### src/rtl/de_selector14_seq_if.sv
// rtl/de_selector14_seq_if.sv - bit-input handshake bundle for the 1-to-4 de-selector sequencer
//
// Purpose
//   Groups the upstream data-bit handshake and channel-enable mask of
//   de_selector14_seq into one bundle.
// Signals
//   iData   1  data bit to deliver
//   iValid  1  iData valid; transfer occurs when iValid && oReady at a rising edge
//   oReady  1  sequencer can accept a bit (driven combinationally by the sequencer)
//   iMask   4  channel enable, bit n = channel Zn; sampled only at acceptance
// Modports
//   master  producer side (drives iData/iValid/iMask, observes oReady)
//   slave   sequencer side

interface de_selector14_seq_if;
    logic       iData;
    logic       iValid;
    logic       oReady;
    logic [3:0] iMask;

    modport master (
        output iData,
        output iValid,
        output iMask,
        input  oReady
    );

    modport slave (
        input  iData,
        input  iValid,
        input  iMask,
        output oReady
    );
endinterface

### src/rtl/de_selector14_seq.sv
// rtl/de_selector14_seq.sv - round-robin sequencer driving a 1-to-4 de-selector
//
// Purpose
//   Accepts single data bits over a valid/ready handshake and routes each one
//   to the next enabled output channel (Z0..Z3) in round-robin order. Each bit
//   is held on oC for DWELL cycles with the select lines stable, followed by
//   GAP idle cycles where oC returns to IDLE_C and the selects keep their value.
// Parameters
//   DWELL   cycles each accepted bit is held on oC (1..255)
//   GAP     idle cycles after each dwell (0..255; 0 = no gap)
//   IDLE_C  level on oC when no bit is being delivered
// Ports
//   iCLK     in   1   clock, rising edge
//   iRST_N   in   1   asynchronous active-low reset
//   bus      slave    iData / iValid / oReady / iMask handshake bundle
//   oC       out  1   data to de-selector iC (registered)
//   oS1      out  1   select MSB (registered)
//   oS0      out  1   select LSB (registered)
//   oBusy    out  1   high while delivering a bit or in its gap (registered)
//   oDone    out  1   one-cycle pulse on the last dwell cycle of each bit (registered)
//   oCnt     out  32  per-channel 8-bit delivery counters {Z3,Z2,Z1,Z0}
//                     (present only when DESEL_SEQ_CNT_EN is defined)
// Configuration
//   DESEL_SEQ_CNT_EN  adds oCnt and the per-channel delivery counters

module de_selector14_seq #(
    parameter int   DWELL  = 4,
    parameter int   GAP    = 1,
    parameter logic IDLE_C = 1'b0
) (
    input  logic                    iCLK,
    input  logic                    iRST_N,
    de_selector14_seq_if.slave      bus,
    output logic                    oC,
    output logic                    oS1,
    output logic                    oS0,
    output logic                    oBusy,
`ifdef DESEL_SEQ_CNT_EN
    output logic                    oDone,
    output logic [31:0]             oCnt
`else
    output logic                    oDone
`endif
);

    // Counter reload values; the counter always counts down to zero, so a
    // phase of N cycles is loaded with N-1.
    localparam logic [7:0] DWELL_M1 = 8'(DWELL - 1);
    localparam logic [7:0] GAP_M1   = (GAP > 0) ? 8'(GAP - 1) : 8'd0;

    typedef enum logic [1:0] {
        ST_IDLE  = 2'd0,
        ST_DRIVE = 2'd1,
        ST_GAP   = 2'd2
    } state_t;

    state_t     state_q, state_d;
    logic [7:0] cnt_q,   cnt_d;
    logic [1:0] ptr_q,   ptr_d;     // last channel that completed a delivery
    logic [1:0] sel_q,   sel_d;     // channel currently driven on {oS1,oS0}
    logic       c_q,     c_d;
    logic       busy_q,  busy_d;
    logic       done_q,  done_d;

    logic       ready;
    logic [1:0] next_ch;
    logic [1:0] idx;
    logic       found;

    assign ready      = (state_q == ST_IDLE) && (bus.iMask != 4'b0000);
    assign bus.oReady = ready;

    // Round-robin search starting just after the last served channel.
    // Offset 4 wraps back to ptr itself, so a mask holding only the last
    // served channel still selects it.
    always_comb begin
        next_ch = ptr_q + 2'd1;
        found   = 1'b0;
        idx     = 2'd0;
        for (int i = 1; i <= 4; i++) begin
            idx = ptr_q + 2'(i);
            if (!found && bus.iMask[idx]) begin
                next_ch = idx;
                found   = 1'b1;
            end
        end
    end

    always_comb begin
        state_d = state_q;
        cnt_d   = cnt_q;
        ptr_d   = ptr_q;
        sel_d   = sel_q;
        c_d     = c_q;
        busy_d  = busy_q;
        done_d  = 1'b0;
        case (state_q)
            ST_IDLE: begin
                if (bus.iValid && ready) begin
                    c_d     = bus.iData;
                    sel_d   = next_ch;
                    busy_d  = 1'b1;
                    cnt_d   = DWELL_M1;
                    // oDone is registered, so it is set on the edge that
                    // enters the final dwell cycle.
                    done_d  = (DWELL_M1 == 8'd0);
                    state_d = ST_DRIVE;
                end
            end
            ST_DRIVE: begin
                if (cnt_q == 8'd0) begin
                    ptr_d = sel_q;
                    c_d   = IDLE_C;
                    if (GAP > 0) begin
                        cnt_d   = GAP_M1;
                        state_d = ST_GAP;
                    end else begin
                        busy_d  = 1'b0;
                        state_d = ST_IDLE;
                    end
                end else begin
                    cnt_d  = cnt_q - 8'd1;
                    done_d = (cnt_q == 8'd1);
                end
            end
            ST_GAP: begin
                // Selects keep the last channel so the de-selector sees no glitch.
                if (cnt_q == 8'd0) begin
                    busy_d  = 1'b0;
                    state_d = ST_IDLE;
                end else begin
                    cnt_d = cnt_q - 8'd1;
                end
            end
            default: begin
                state_d = ST_IDLE;
                c_d     = IDLE_C;
                busy_d  = 1'b0;
            end
        endcase
    end

    always_ff @(posedge iCLK or negedge iRST_N) begin
        if (!iRST_N) begin
            state_q <= ST_IDLE;
            cnt_q   <= 8'd0;
            ptr_q   <= 2'd3;       // first delivery lands on Z0
            sel_q   <= 2'd0;
            c_q     <= IDLE_C;
            busy_q  <= 1'b0;
            done_q  <= 1'b0;
        end else begin
            state_q <= state_d;
            cnt_q   <= cnt_d;
            ptr_q   <= ptr_d;
            sel_q   <= sel_d;
            c_q     <= c_d;
            busy_q  <= busy_d;
            done_q  <= done_d;
        end
    end

    assign oC    = c_q;
    assign oS1   = sel_q[1];
    assign oS0   = sel_q[0];
    assign oBusy = busy_q;
    assign oDone = done_q;

`ifdef DESEL_SEQ_CNT_EN
    logic [7:0] dcnt_q [4];

    // The channel being delivered is still on sel_q during the oDone cycle.
    always_ff @(posedge iCLK or negedge iRST_N) begin
        if (!iRST_N) begin
            for (int i = 0; i < 4; i++) begin
                dcnt_q[i] <= 8'd0;
            end
        end else if (done_q) begin
            dcnt_q[sel_q] <= dcnt_q[sel_q] + 8'd1;
        end
    end

    assign oCnt = {dcnt_q[3], dcnt_q[2], dcnt_q[1], dcnt_q[0]};
`endif

endmodule
### src/flat_wrapper.sv
// flat-port wrapper written by rule: the top's interface ports become plain ports
module de_selector14_seq_flat 
#(
    parameter int   DWELL  = 4,
    parameter int   GAP    = 1,
    parameter logic IDLE_C = 1'b0
)
  (iCLK, iRST_N, oC, oS1, oS0, oBusy, oDone, bus_iData, bus_iValid, bus_iMask, bus_oReady);
  de_selector14_seq_if bus_i ();
  input  logic iCLK;
  input  logic iRST_N;
  output logic oC;
  output logic oS1;
  output logic oS0;
  output logic oBusy;
  output logic oDone;
  input wire logic [$bits(bus_i.iData)-1:0] bus_iData;
  input wire logic [$bits(bus_i.iValid)-1:0] bus_iValid;
  input wire logic [$bits(bus_i.iMask)-1:0] bus_iMask;
  output wire logic [$bits(bus_i.oReady)-1:0] bus_oReady;
  assign bus_i.iData = bus_iData;
  assign bus_i.iValid = bus_iValid;
  assign bus_i.iMask = bus_iMask;
  assign bus_oReady = bus_i.oReady;
  de_selector14_seq #(.DWELL(DWELL), .GAP(GAP), .IDLE_C(IDLE_C)) u_core (.iCLK(iCLK), .iRST_N(iRST_N), .bus(bus_i), .oC(oC), .oS1(oS1), .oS0(oS0), .oBusy(oBusy), .oDone(oDone));
endmodule
### config.mk
export PLATFORM = sky130hd
export DESIGN_NAME = de_selector14_seq_flat
export DESIGN_NICKNAME = d
export VERILOG_FILES = /design/src/rtl/de_selector14_seq_if.sv /design/src/rtl/de_selector14_seq.sv /design/src/flat_wrapper.sv
export SDC_FILE = /design/constraint.sdc
export NUM_CORES = 1
export LEC_CHECK = 0
export BUFFER_PORTS_ARGS = -buffer_cell sky130_fd_sc_hd__buf_2
export CAP_MARGIN = 20
export CORE_MARGIN = 2
export CORE_UTILIZATION = 36
export DETAILED_ROUTE_END_ITERATION = 10
export GPL_ROUTABILITY_DRIVEN = 0
export HOLD_SLACK_MARGIN = 0.1
export PLACE_DENSITY = 0.51
export REMOVE_ABC_BUFFERS = 1
export SETUP_SLACK_MARGIN = 0.02
export SLEW_MARGIN = 30
export SYNTH_ARGS = -nofsm -noshare
export SYNTH_HDL_FRONTEND = slang
export SYNTH_SLANG_ARGS = --single-unit
### constraint.sdc
create_clock -name iCLK -period 3.9 [get_ports iCLK]
set_input_delay 0.195 -clock iCLK [delete_from_list [all_inputs] [get_ports iCLK]]
set_output_delay 0.195 -clock iCLK [all_outputs]
set_load 0.01 [all_outputs]
Word-level counts from Yosys, hierarchy flattened
Index checks and enable logic that the tools add are counted.
Cells by class
  reductions and logical operators: 18
  eq/ne operators: 7
  mux-type cells: 29
  magnitude comparators: 4
  bitwise operators: 2
  add/sub/neg operators: 4
Operators by type and width (count)
  $mux 8: 3
  $pmux 8 s3: 1
  $lt 2x3->1 const B: 4
  $mux 1: 12
  $mux 2: 6
  $reduce_and 3->1: 4
  $bmux 1 s2: 4
  $eq 8x1->1 const B: 1
  $logic_not 8->1: 1
  $sub 8x1->8 const B: 1
  $pmux 1 s3: 2
  $pmux 2 s3: 1
  $logic_and 1x1->1: 5
  $add 2x2->2 const B: 2
  $ne 2x1->1 const B: 2
  $ne 2x2->1 const B: 2
  $reduce_and 2->1: 2
  $reduce_bool 4->1: 1
  $logic_not 1->1: 3
  $reduce_bool 3->1: 1
  $add 2x1->2 const B: 1
  $eq 2x1->1 const B: 1
  $eq 2x2->1 const B: 1
  $logic_not 2->1: 1
  $not 1->1: 2
Storage, ports and cells
  bits in registers: 17
  output and inout bits: 6

Logic depth before layout (Yosys ltp)
Gate-level depths: netlist of the first run.
  word-level depth: 13
  depth in mapped cells: 6
  depth with buffers taken out: 6

Worst setup path after synthesis of the first run
OpenSTA, ideal clock, no wires.
  kind: reg-to-reg
  start point: register u_core.cnt_q[0]
  end point: register u_core.cnt_q[6]
  arrival time: 2012 ps
  data required time: 3822 ps
  cell stages (with the launch flop): 7
  slack: 1810 ps
  setup time: 78 ps
  cells stage by stage: dfrtp_1 -> inv_1 -> ha_1 -> or4b_1 -> or3_1 -> or4_1 -> a21oi_1
Between the ends
  longest elaborated chain between the ends: 3
  elaborated cells on any way between the ends: 7
  those cells by class: add/sub (1); eq/ne (1); mux (3); reduce/logical (2)
Ends and longest elaborated chain
  start: declaration: RTL line de_selector14_seq.sv:58  | logic [7:0] cnt_q, cnt_d;
  start signal: assignment: RTL line de_selector14_seq.sv:154  | cnt_q <= cnt_d;
  $sub 8x1->8 or $logic_not 8->1 (tied branches)
  $mux 8 (tied with other cells): RTL line de_selector14_seq.sv:128  | if (cnt_q == 8'd0) begin
  $pmux 8 s3 or $reduce_and 3->1 (tied branches)
Parallel ways exist; a longest one is shown, timed or not. The select of a mux whose other input is x is not followed.
A chain may end at the register's enable or synchronous reset.

Worst setup path in the final report of the first run
Same ends and word-level chain as after synthesis.

==> flow_metrics.py, run 1 <==
metrics = {
    "global_routing": {
        "grt_pass1_wl_mm": 4.24,
        "grt_usage": 0.158,
        "grt-ovfl-total": 0,
        "grt_antenna_before_repair": 0,
        "grt_max_degree": 18,
        "grt_pass1_vias": 931,
    },
    "setup_path": {
        "critical_path_peak_fanout": 9,
        "worstPathCellList": "inv_1, ha_1, or4b_1, or3_1, or4_1, a21oi_1",
        "critPathLaunchType": "flop",
        "arrival_ns": 2.50,
        "path_class": "reg2reg",
        "slowest_delay_ns": 0.50,
        "slowest_stage": "or4b_1",
        "critPathTopFamily": "simple AND/OR/NAND/NOR gates",
        "cp.required_ns": 4.11,
        "cp-end-kind": "flop",
        "startpoint": "u_core.cnt_q[0]",
        "crit-reg2reg-launch": "u_core.cnt_q[0]",
        "path_buf_inv": 1,
    },
    "power_and_ir_drop": {
        "vdd_drop_max_v": 0.000245,
        "power_density_nw_per_um2": 723,
        "total_power_mw": 0.906,
        "leakage_nw": 0.575,
    },
    "placement": {
        "placed_area_um2": 1220,
        "dp_hpwl_mm": 1.80,
        "dpl_worst_slack_ns": 1.66,
        "place_inst": 166,
        "port_buffers": 13,
    },
    "route": {
        "drt_iter0_drc": 67,
        "vias_per_cell": 5.69,
        "wl_per_cell_um": 13.9,
        "first_pass_iters": 4,
        "final_antenna_net_count": 0,
        "routed_wl_mm": 2.38,
        "drc_errors": 0,
        "vias": 973,
    },
    "floorplanning": {
        "pin_count": 14,
        "fp-row-count": 20,
        "core-area_um2": 3000,
        "design.die.area_um2": 3570,
        "die_h_um": 59.7,
        "start_util": 0.373,
        "die_w_um": 59.7,
    },
    "clocking": {
        "worstSkewPairLatency_ns": 0.29,
        "ctsHtreeMaxLevel": 1,
        "cts_tree": "built",
        "numCtsBuffers": 3,
        "cts_setup_buffers": 0,
        "cts_sinks": 17,
        "clk_path_buf_depth": 2,
        "postCtsResizedCells": 0,
        "clk_pin_slew_ns": 0.10,
        "cts-root-buf": "clkbuf_4",
    },
    "synthesis": {
        "synth_cells": 122,
        "ys.flop_type": "dfrtp_1",
        "avgSynthCellArea_um2": 9.17,
        "synth-edff-count": 0,
        "syn_area_um2": 1120,
        "synth.yosys.warnings": 0,
        "ys_seq_area_frac": 0.383,
        "synthDistinctLibCells": 42,
        "async_flop_share": 1.00,
        "ys_ff_latch": 17,
    },
    "timing": {
        "tns_ns": 0,
        "clock_skew_ns": 0.00422,
        "drv_slew": 0,
        "finalSetupViolCount": 0,
        "hold_violations": 0,
        "whs_ns": 0.201,
        "fmax_mhz": 437,
        "relSlewSlack": 0.526,
        "fin_crit_sh": 0.587,
        "setup_ws_ns": 1.61,
        "worstMarginPinSlew_ns": 0.702,
        "rsz0062_at_grt": "false",
        "period_minus_slack_ns": 2.29,
    },
    "cells_and_area": {
        "antennaDiodeCount": 0,
        "fin_util": 0.418,
        "fin_nets": 153,
        "final-instance-count-excl-fill": 171,
        "final_area_um2": 1250,
        "drive_gt1_frac": 0.203,
        "syn2layout_area_growth_pct": 12.1,
    },
    "outcome": {
        "status": "finished, final reports clean",
    },
    "run": {
        "cap_violations": 0,
    },
    "min_path": {
        "hold_path.class": "in2reg",
        "min_from": "bus_iData",
    },
}
[power breakdown]
part | leakage [nW] | internal (mW) | switching (mW)
Combinational | 0.345 | 0.219 | 0.271
Sequential | 0.215 | 0.250 | 0.0720
Clock | 0.0150 | 0.0397 | 0.0542
Total | 0.575 | 0.509 | 0.397
[timing repair]
| item | CTS | global route |
|---|---|---|
| hold buffers | 1 | 0 |
| setup endpoints to repair | 0 | 0 |
| hold endpoints to repair | 15 | 0 |
[tightest hold or removal path, stage by stage]
cell	delay, ns
buf_2	0.07
a31oi_1	0.06
o22ai_1	0.11
[cell usage in the layout (no fill, tap or decap), types with 3 or more instances in the layout]
master / n
o22ai_1: 4
buf_2: 13
ha_1: 6
nand3_1: 4
nand2_1: 8
clkbuf_4: 3
mux2_2: 4
o211ai_1: 4
a21oi_1: 7
nor2_1: 10
o21ai_0: 7
dfrtp_1: 15
inv_1: 10
nor3_1: 4
[cells by family (layout without fill, tap and decap cells)]
kind of cell             Yosys count  count (layout)  synth area share
adder cells (fa/ha/maj)            6               6            0.0671
buffers and inverters             12              28            0.0403
XOR/XNOR                           1               1           0.00783
AND/OR/NAND/NOR                   40              40             0.199
multiplexers                       4               4            0.0403
AO/OA/AOI/OAI                     42              42             0.263
flip-flops                        17              17             0.383
[layout make-up]
class	count	area [um^2]
fill	310	1750
multi-input combinational	93	646
sequential	17	428
timing repair buffer	14	75.1
tap	33	41.3
inverter	10	37.5
clock buffer	4	26.3
[per-layer routing]
| metal | part of all wire | GRT usage | routed length [um] |
|---|---|---|---|
| met3 | 0.029 | 0.0195 | 68 |
| met1 | 0.50 | 0.219 | 1200 |
| met5 | 0 | 0 | 0 |
| met2 | 0.45 | 0.242 | 1080 |
| met4 | 0.016 | 0.0762 | 38 |
[sequential cells by signal, indices dropped and copies added (netlist names)]
register        count
u_core.oBusy        1
u_core.sel_q        2
u_core.state_q      2
u_core.oDone        1
u_core.cnt_q        8
u_core.ptr_q        2
u_core.oC           1
[synthesized netlist by cell type (all sizes together), types with 2 or more instances]
cell type | number | area share
dfstp | 2 | 0.047
o22ai | 4 | 0.022
a32o | 2 | 0.018
o31ai | 2 | 0.013
dfrtp | 15 | 0.34
a22oi | 2 | 0.013
or4 | 4 | 0.031
nor3 | 4 | 0.018
inv | 10 | 0.034
a21oi | 7 | 0.031
nor2 | 10 | 0.034
and3 | 2 | 0.013
a21o | 2 | 0.013
ha | 6 | 0.067
nand3 | 4 | 0.018
o2bb2ai | 2 | 0.016
nand2 | 8 | 0.027
o21ai | 7 | 0.031
clkbuf | 2 | 0.0067
mux2 | 4 | 0.040
o211ai | 4 | 0.027
[path summary, 6_finish.rpt]
path / endpoint / slack (ns) / depth (start not counted)
worst min register to register: u_core.sel_q[0] / 0.53 / 2
min in group asynchronous: u_core.sel_q[0] / 0.35 / 2
worst max register to register: u_core.cnt_q[6] / 1.61 / 6
max in group asynchronous: u_core.ptr_q[1] / 3.24 / 2
worst max-delay path: u_core.cnt_q[6] / 1.61 / 6
worst min-delay path: u_core.oC / 0.20 / 3
(Power assumes the default switching activity.)
==> inputs of run 2 (changes only) <==
==> constraint.sdc (replaced) <==
create_clock -name iCLK -period 2.2 [get_ports iCLK]
set_input_delay 0.11 -clock iCLK [delete_from_list [all_inputs] [get_ports iCLK]]
set_output_delay 0.11 -clock iCLK [all_outputs]
set_load 0.01 [all_outputs]
==> run 2 against run 1 <==
Combinational power increased by 94%; register-to-register slack got worse by 1.5 ns; via count increased by 3.8%; worst hold slack got worse by 0.067 ns; final cell count increased by 2.9%; worst setup slack got worse by 1.5 ns.
==> flow_metrics.py, run 2 (synthesized netlist as in run 1, its figures left out) <==
metrics = {
    "clocking": {
        "cts_sinks": 17,
        "cts-root-buf": "clkbuf_4",
        "numCtsBuffers": 3,
        "ctsHtreeMaxLevel": 1,
        "worstSkewPairLatency_ns": 0.29,
        "cts_tree": "built",
        "clk_path_buf_depth": 2,
        "clk_pin_slew_ns": 0.09,
    },
    "floorplanning": {
        "design.die.area_um2": 3570,
        "start_util": 0.373,
        "die_h_um": 59.7,
        "die_w_um": 59.7,
        "core-area_um2": 3000,
        "pin_count": 14,
        "fp-row-count": 20,
    },
    "global_routing": {
        "grt_pass1_vias": 928,
        "grt_max_degree": 18,
        "grt_usage": 0.159,
        "grt-ovfl-total": 0,
        "grt_pass1_wl_mm": 4.24,
        "grt_antenna_before_repair": 0,
    },
    "timing": {
        "clock_skew_ns": 0.00197,
        "period_minus_slack_ns": 2.08,
        "relSlewSlack": 0.549,
        "rsz0062_at_grt": "false",
        "fmax_mhz": 481,
        "hold_violations": 0,
        "worstMarginPinSlew_ns": 0.667,
        "fin_crit_sh": 0.945,
        "tns_ns": 0,
        "finalSetupViolCount": 0,
        "drv_slew": 0,
    },
    "setup_path": {
        "startpoint": "u_core.state_q[1]",
        "critPathLaunchType": "flop",
        "critical_path_peak_fanout": 4,
        "path_class": "reg2reg",
        "cp.required_ns": 2.42,
        "critPathTopFamily": "simple AND/OR/NAND/NOR gates",
        "crit-reg2reg-launch": "u_core.state_q[1]",
        "slowest_stage": "or4b_4",
        "arrival_ns": 2.30,
        "worstPathCellList": "ha_1, or4b_4, or3_1, or4_1, a21oi_1",
        "reg2reg_slack_ns": 0.12,
        "path_buf_inv": 0,
        "cp-end-kind": "flop",
        "slowest_delay_ns": 0.50,
    },
    "route": {
        "final_antenna_net_count": 0,
        "drc_errors": 0,
        "wl_per_cell_um": 13.9,
        "vias_per_cell": 5.74,
        "first_pass_iters": 5,
        "routed_wl_mm": 2.46,
        "vias": 1010,
        "drt_iter0_drc": 54,
    },
    "power_and_ir_drop": {
        "leakage_nw": 0.600,
        "vdd_drop_max_v": 0.000462,
        "power_density_nw_per_um2": 1310,
    },
    "placement": {
        "dp_hpwl_mm": 1.88,
        "place_inst": 170,
        "port_buffers": 13,
    },
    "cells_and_area": {
        "final_common_cell": "dfrtp_1",
        "largest_register_ffs": 8,
        "final_cell_mix": "14 x dfrtp_1, 13 x buf_2, 10 x nor2_1, 9 x inv_1, 8 x nand2_1",
        "antennaDiodeCount": 0,
        "drive_gt1_frac": 0.252,
        "top_register": "u_core.cnt_q",
        "syn2layout_area_growth_pct": 15.9,
        "final-instance-count-excl-fill": 176,
        "fin_nets": 158,
    },
    "min_path": {
        "hold_path.class": "in2reg",
        "min_from": "bus_iData",
    },
    "run": {
        "cap_violations": 0,
    },
    "outcome": {
        "status": "finished, final reports clean",
    },
}
[run 2: cell types whose count changed in the layout (fill, tap and decap cells not counted), sizes merged]
cell  delta
buf      +5
[run 2: metrics by stage]
step | worst slack [ns] | hold WS [ns] | utilization | cell area (um^2) | power, mW
finish | 0.121 | 0.134 | 0.432 | 1300 | 1.69
global route | 0.0231 | 0.158 | 0.432 | 1300 | 1.86
CTS | 0.0734 | 0.126 | 0.428 | 1280 | 1.69
detailed placement | 0.0987 | 0.0653 | 0.415 | 1250 | 1.51
global placement | 0.157 | 0.0588 | 0.415 | 1250 | 1.50
floorplan | 0.110 | -0.186 | - | 1110 | 1.21
[run 2: final timing paths]
path,endpoint,depth (start not counted)
setup / recovery,u_core.cnt_q[6],5
hold / removal,u_core.oC,3
setup reg to reg,u_core.cnt_q[6],5
hold reg to reg,u_core.sel_q[0],2
max in group asynchronous,u_core.ptr_q[1],2
min in group asynchronous,u_core.sel_q[1],2
[run 2: final cells by class]
type	count	area [um^2]
multi-input cells	93	649
inverters	10	37.5
flip-flops and latches	17	429
clock buffers	4	26.3
fillers	310	1710
repair buffers	19	113
well taps	33	41.3
[run 2: metal layers]
layer	wire (um)	global-route usage	vias up	part of all wire
met4	18	0.0381	0	0.0073
li1	-	-	502	-
met1	1110	0.212	491	0.45
met5	0	0	-	0
met2	1230	0.253	15	0.50
met3	100	0.0455	2	0.041
[run 2: timing repair]
item / in CTS / in global routing
hold buffers: 1 / 0
buffers inserted: 0 / 1
setup endpoints to repair: 0 / 1
hold endpoints to repair: 17 / 0
resized for setup: 0 / 3
[run 2: where the power goes]
part | switching (mW) | internal [mW]
clock | 0.0934 | 0.0705
sequential | 0.133 | 0.445
combinational | 0.496 | 0.456
total | 0.723 | 0.971
[run 2: worst reg2reg max path: stages, from the launching register on]
cell and delay, ns:
dfrtp_1 0.42, ha_1 0.22, or4b_4 0.50, or3_1 0.33, or4_1 0.40, a21oi_1 0.15
==> inputs of run 3 (changes only) <==
--- a/config.mk
+++ b/config.mk
@@ -5,6 +5,7 @@
 export SDC_FILE = /design/constraint.sdc
 export NUM_CORES = 1
 export LEC_CHECK = 0
+export ABC_AREA = 1
 export BUFFER_PORTS_ARGS = -buffer_cell sky130_fd_sc_hd__buf_2
 export CAP_MARGIN = 20
 export CORE_MARGIN = 2
@@ -12,7 +13,7 @@
 export DETAILED_ROUTE_END_ITERATION = 10
 export GPL_ROUTABILITY_DRIVEN = 0
 export HOLD_SLACK_MARGIN = 0.1
-export PLACE_DENSITY = 0.51
+export PLACE_DENSITY = 0.52
 export REMOVE_ABC_BUFFERS = 1
 export SETUP_SLACK_MARGIN = 0.02
 export SLEW_MARGIN = 30
==> constraint.sdc (replaced) <==
create_clock -name iCLK -period 1.72 [get_ports iCLK]
set_input_delay 0.086 -clock iCLK [delete_from_list [all_inputs] [get_ports iCLK]]
set_output_delay 0.086 -clock iCLK [all_outputs]
set_load 0.01 [all_outputs]
==> run 3 against run 2 <==
Critical path depth grew 4; critical endpoint is now u_core.cnt_q[1]; highest routed layer unchanged; worst hold slack gained 0.020 ns; worst setup slack gained 0.082 ns; design area grew 26%.
==> flow_metrics.py, run 3 <==
metrics = {
    "synthesis": {
        "synth-edff-count": 0,
        "ys_seq_area_frac": 0.305,
        "synth_cells": 221,
        "synthDistinctLibCells": 24,
        "post-synth-top-area-cell": "dfrtp_1",
        "synth.top_cell.area_share": 0.268,
        "synth.most_common_cell": "nand2_1",
        "synth_area_leaders": "dfrtp_1 27%, nand2_1 24%, nand3_1 10%",
        "synthTopCellsByCount": "90 x nand2_1, 28 x nand3_1, 24 x inv_1",
        "async_flop_share": 1.00,
        "avgSynthCellArea_um2": 6.34,
        "ys.flop_type": "dfrtp_1",
        "synth.yosys.warnings": 0,
        "syn_area_um2": 1400,
        "ys_ff_latch": 17,
    },
    "placement": {
        "dpl_worst_slack_ns": 0.0418,
        "dp_hpwl_mm": 2.41,
        "port_buffers": 13,
        "place_inst": 280,
    },
    "min_path": {
        "min_to": "u_core.sel_q[0]",
        "min_from": "bus_iValid",
        "holdPathStages": 4,
        "hold_path.class": "in2reg",
    },
    "global_routing": {
        "grt-ovfl-total": 0,
        "use_met3": 0.0204,
        "grt_usage": 0.169,
        "grt_pass1_vias": 1270,
        "grt_antenna_before_repair": 0,
        "grt.busiest_layer": "met2",
        "grt_pass1_wl_mm": 5.57,
        "met1_usage": 0.225,
        "grtUsageMet2": 0.266,
        "grt_max_degree": 18,
    },
    "cells_and_area": {
        "top_register": "u_core.cnt_q",
        "antennaDiodeCount": 0,
        "largest_register_ffs": 8,
        "fin_nets": 255,
        "final_common_cell": "nand2_1",
        "syn2layout_area_growth_pct": 16.7,
        "final-instance-count-excl-fill": 288,
        "drive_gt1_frac": 0.179,
        "final_cell_mix": "90 x nand2_1, 28 x nand3_1, 23 x inv_1, 15 x dfrtp_1, 13 x buf_2",
    },
    "timing": {
        "fmax_mhz": 659,
        "clock_skew_ns": 0.00254,
        "period_minus_slack_ns": 1.52,
        "relSlewSlack": 0.735,
        "tns_ns": 0,
        "drv_slew": 0,
        "setup_ws_ns": 0.203,
        "finalSetupViolCount": 0,
        "fin_crit_sh": 0.882,
        "rsz0062_at_grt": "false",
        "hold_violations": 0,
        "worstMarginPinSlew_ns": 0.397,
    },
    "setup_path": {
        "critical_path_peak_fanout": 8,
        "cp-end-kind": "flop",
        "arrival_ns": 1.66,
        "timing.rr.end": "u_core.cnt_q[1]",
        "reg2reg_depth": 9,
        "slowest_delay_ns": 0.41,
        "critPathLaunchType": "flop",
        "worstPathCellList": "inv_2, ha_4, nand2_2, nor2_4, inv_2, nand2_1, nand2_1, a21oi_1, o21ai_1",
        "path_class": "reg2reg",
        "cp.required_ns": 1.86,
        "reg2reg_slack_ns": 0.20,
        "slowest_stage": "dfrtp_1",
        "crit-reg2reg-launch": "u_core.cnt_q[0]",
    },
    "route": {
        "drt_iter0_drc": 85,
        "wl_per_cell_um": 11.2,
        "first_pass_iters": 4,
        "routed_wl_mm": 3.22,
        "vias_per_cell": 4.65,
        "drc_errors": 0,
        "final_antenna_net_count": 0,
        "vias": 1340,
    },
    "clocking": {
        "cts_sinks": 17,
        "ctsHtreeMaxLevel": 1,
        "clk_pin_slew_ns": 0.07,
        "worstSkewPairLatency_ns": 0.26,
        "cts_tree": "built",
        "numCtsBuffers": 3,
        "clk_path_buf_depth": 2,
        "cts-root-buf": "clkbuf_8",
    },
    "floorplanning": {
        "start_util": 0.380,
        "die_w_um": 66.4,
        "design.die.area_um2": 4410,
        "die_h_um": 66.4,
        "core-area_um2": 3690,
        "pin_count": 14,
        "fp-row-count": 22,
    },
    "power_and_ir_drop": {
        "leakage_nw": 0.927,
        "power_density_nw_per_um2": 2230,
        "total_power_mw": 3.65,
        "vdd_drop_max_v": 0.000896,
    },
    "outcome": {
        "status": "finished, final reports clean",
    },
    "run": {
        "cap_violations": 0,
    },
}
[run 3: cell types whose count changed after synthesis, moves of 5 or more]
cell	before	now
nand2_1	8	90
nand3_1	4	28
inv_1	10	24
o21ai_1	0	7
nand2_2	0	6
o21ai_0	7	2
[run 3: worst max path at each step]
stage                          from         endpoint  slack (ns)  cells past startpoint
CTS                 u_core.cnt_q[0]  u_core.cnt_q[0]        0.03                      9
global route        u_core.cnt_q[0]  u_core.cnt_q[0]        0.05                      9
global placement    u_core.cnt_q[0]  u_core.cnt_q[0]        0.04                      9
floorplan           u_core.cnt_q[0]  u_core.cnt_q[0]        0.26                      9
detailed placement  u_core.cnt_q[0]  u_core.cnt_q[0]        0.04                      9
finish              u_core.cnt_q[0]  u_core.cnt_q[1]        0.20                      9
[run 3: where the power goes]
part	switching, mW	leakage [nW]	internal, mW	total [mW]
logic	1.59	0.688	0.932	2.52
clock network	0.145	0.0228	0.165	0.310
registers	0.199	0.216	0.617	0.816
total	1.93	0.927	1.71	3.65
[run 3: what timing repair did]
action                                  in CTS  in global routing
endpoints found under the hold margin       18                  0
buffers inserted                             0                  2
endpoints found under the setup margin       0                 13
resized for setup                            0                  5
hold buffers                                 2                  0
[run 3: through the flow]
stage	utilization	hold slack, ns	area, um^2
after floorplan	-	-0.210	1370
after global placement	0.409	0.0391	1510
after detailed placement	0.409	0.0351	1510
after CTS	0.427	0.152	1580
after global routing	0.443	0.201	1640
final	0.443	0.154	1640
[run 3: layout make-up]
class                      count  area [um^2]
inverter                      28          108
timing repair buffer          19          140
tap                           48         60.1
multi-input combinational    172          855
fill                         416         2050
sequential                    17          428
clock buffer                   4         45.0
[run 3: cells by family (layout without fill, tap and decap cells)]
| kind of cell | Yosys count | after routing | synth area share |
|---|---|---|---|
| simple gates | 147 | 147 | 0.462 |
| buf+inv | 32 | 51 | 0.0991 |
| fa+ha+maj | 6 | 6 | 0.0536 |
| compound gates | 15 | 15 | 0.0554 |
| flops | 17 | 17 | 0.305 |
| xor+xnor | 4 | 4 | 0.0250 |
[run 3: metal layers]
layer	up-vias	routed length [um]
li1	728	-
met1	586	1560
met2	20	1490
met3	6	93
met4	0	70
met5	-	0
[run 3: critical path, delay by kind of cell (launching register included)]
kind,cells,cell delay (ns)
flops,1,0.41
compound gates,2,0.22
buf+inv,2,0.19
fa+ha+maj,1,0.16
simple gates,4,0.42
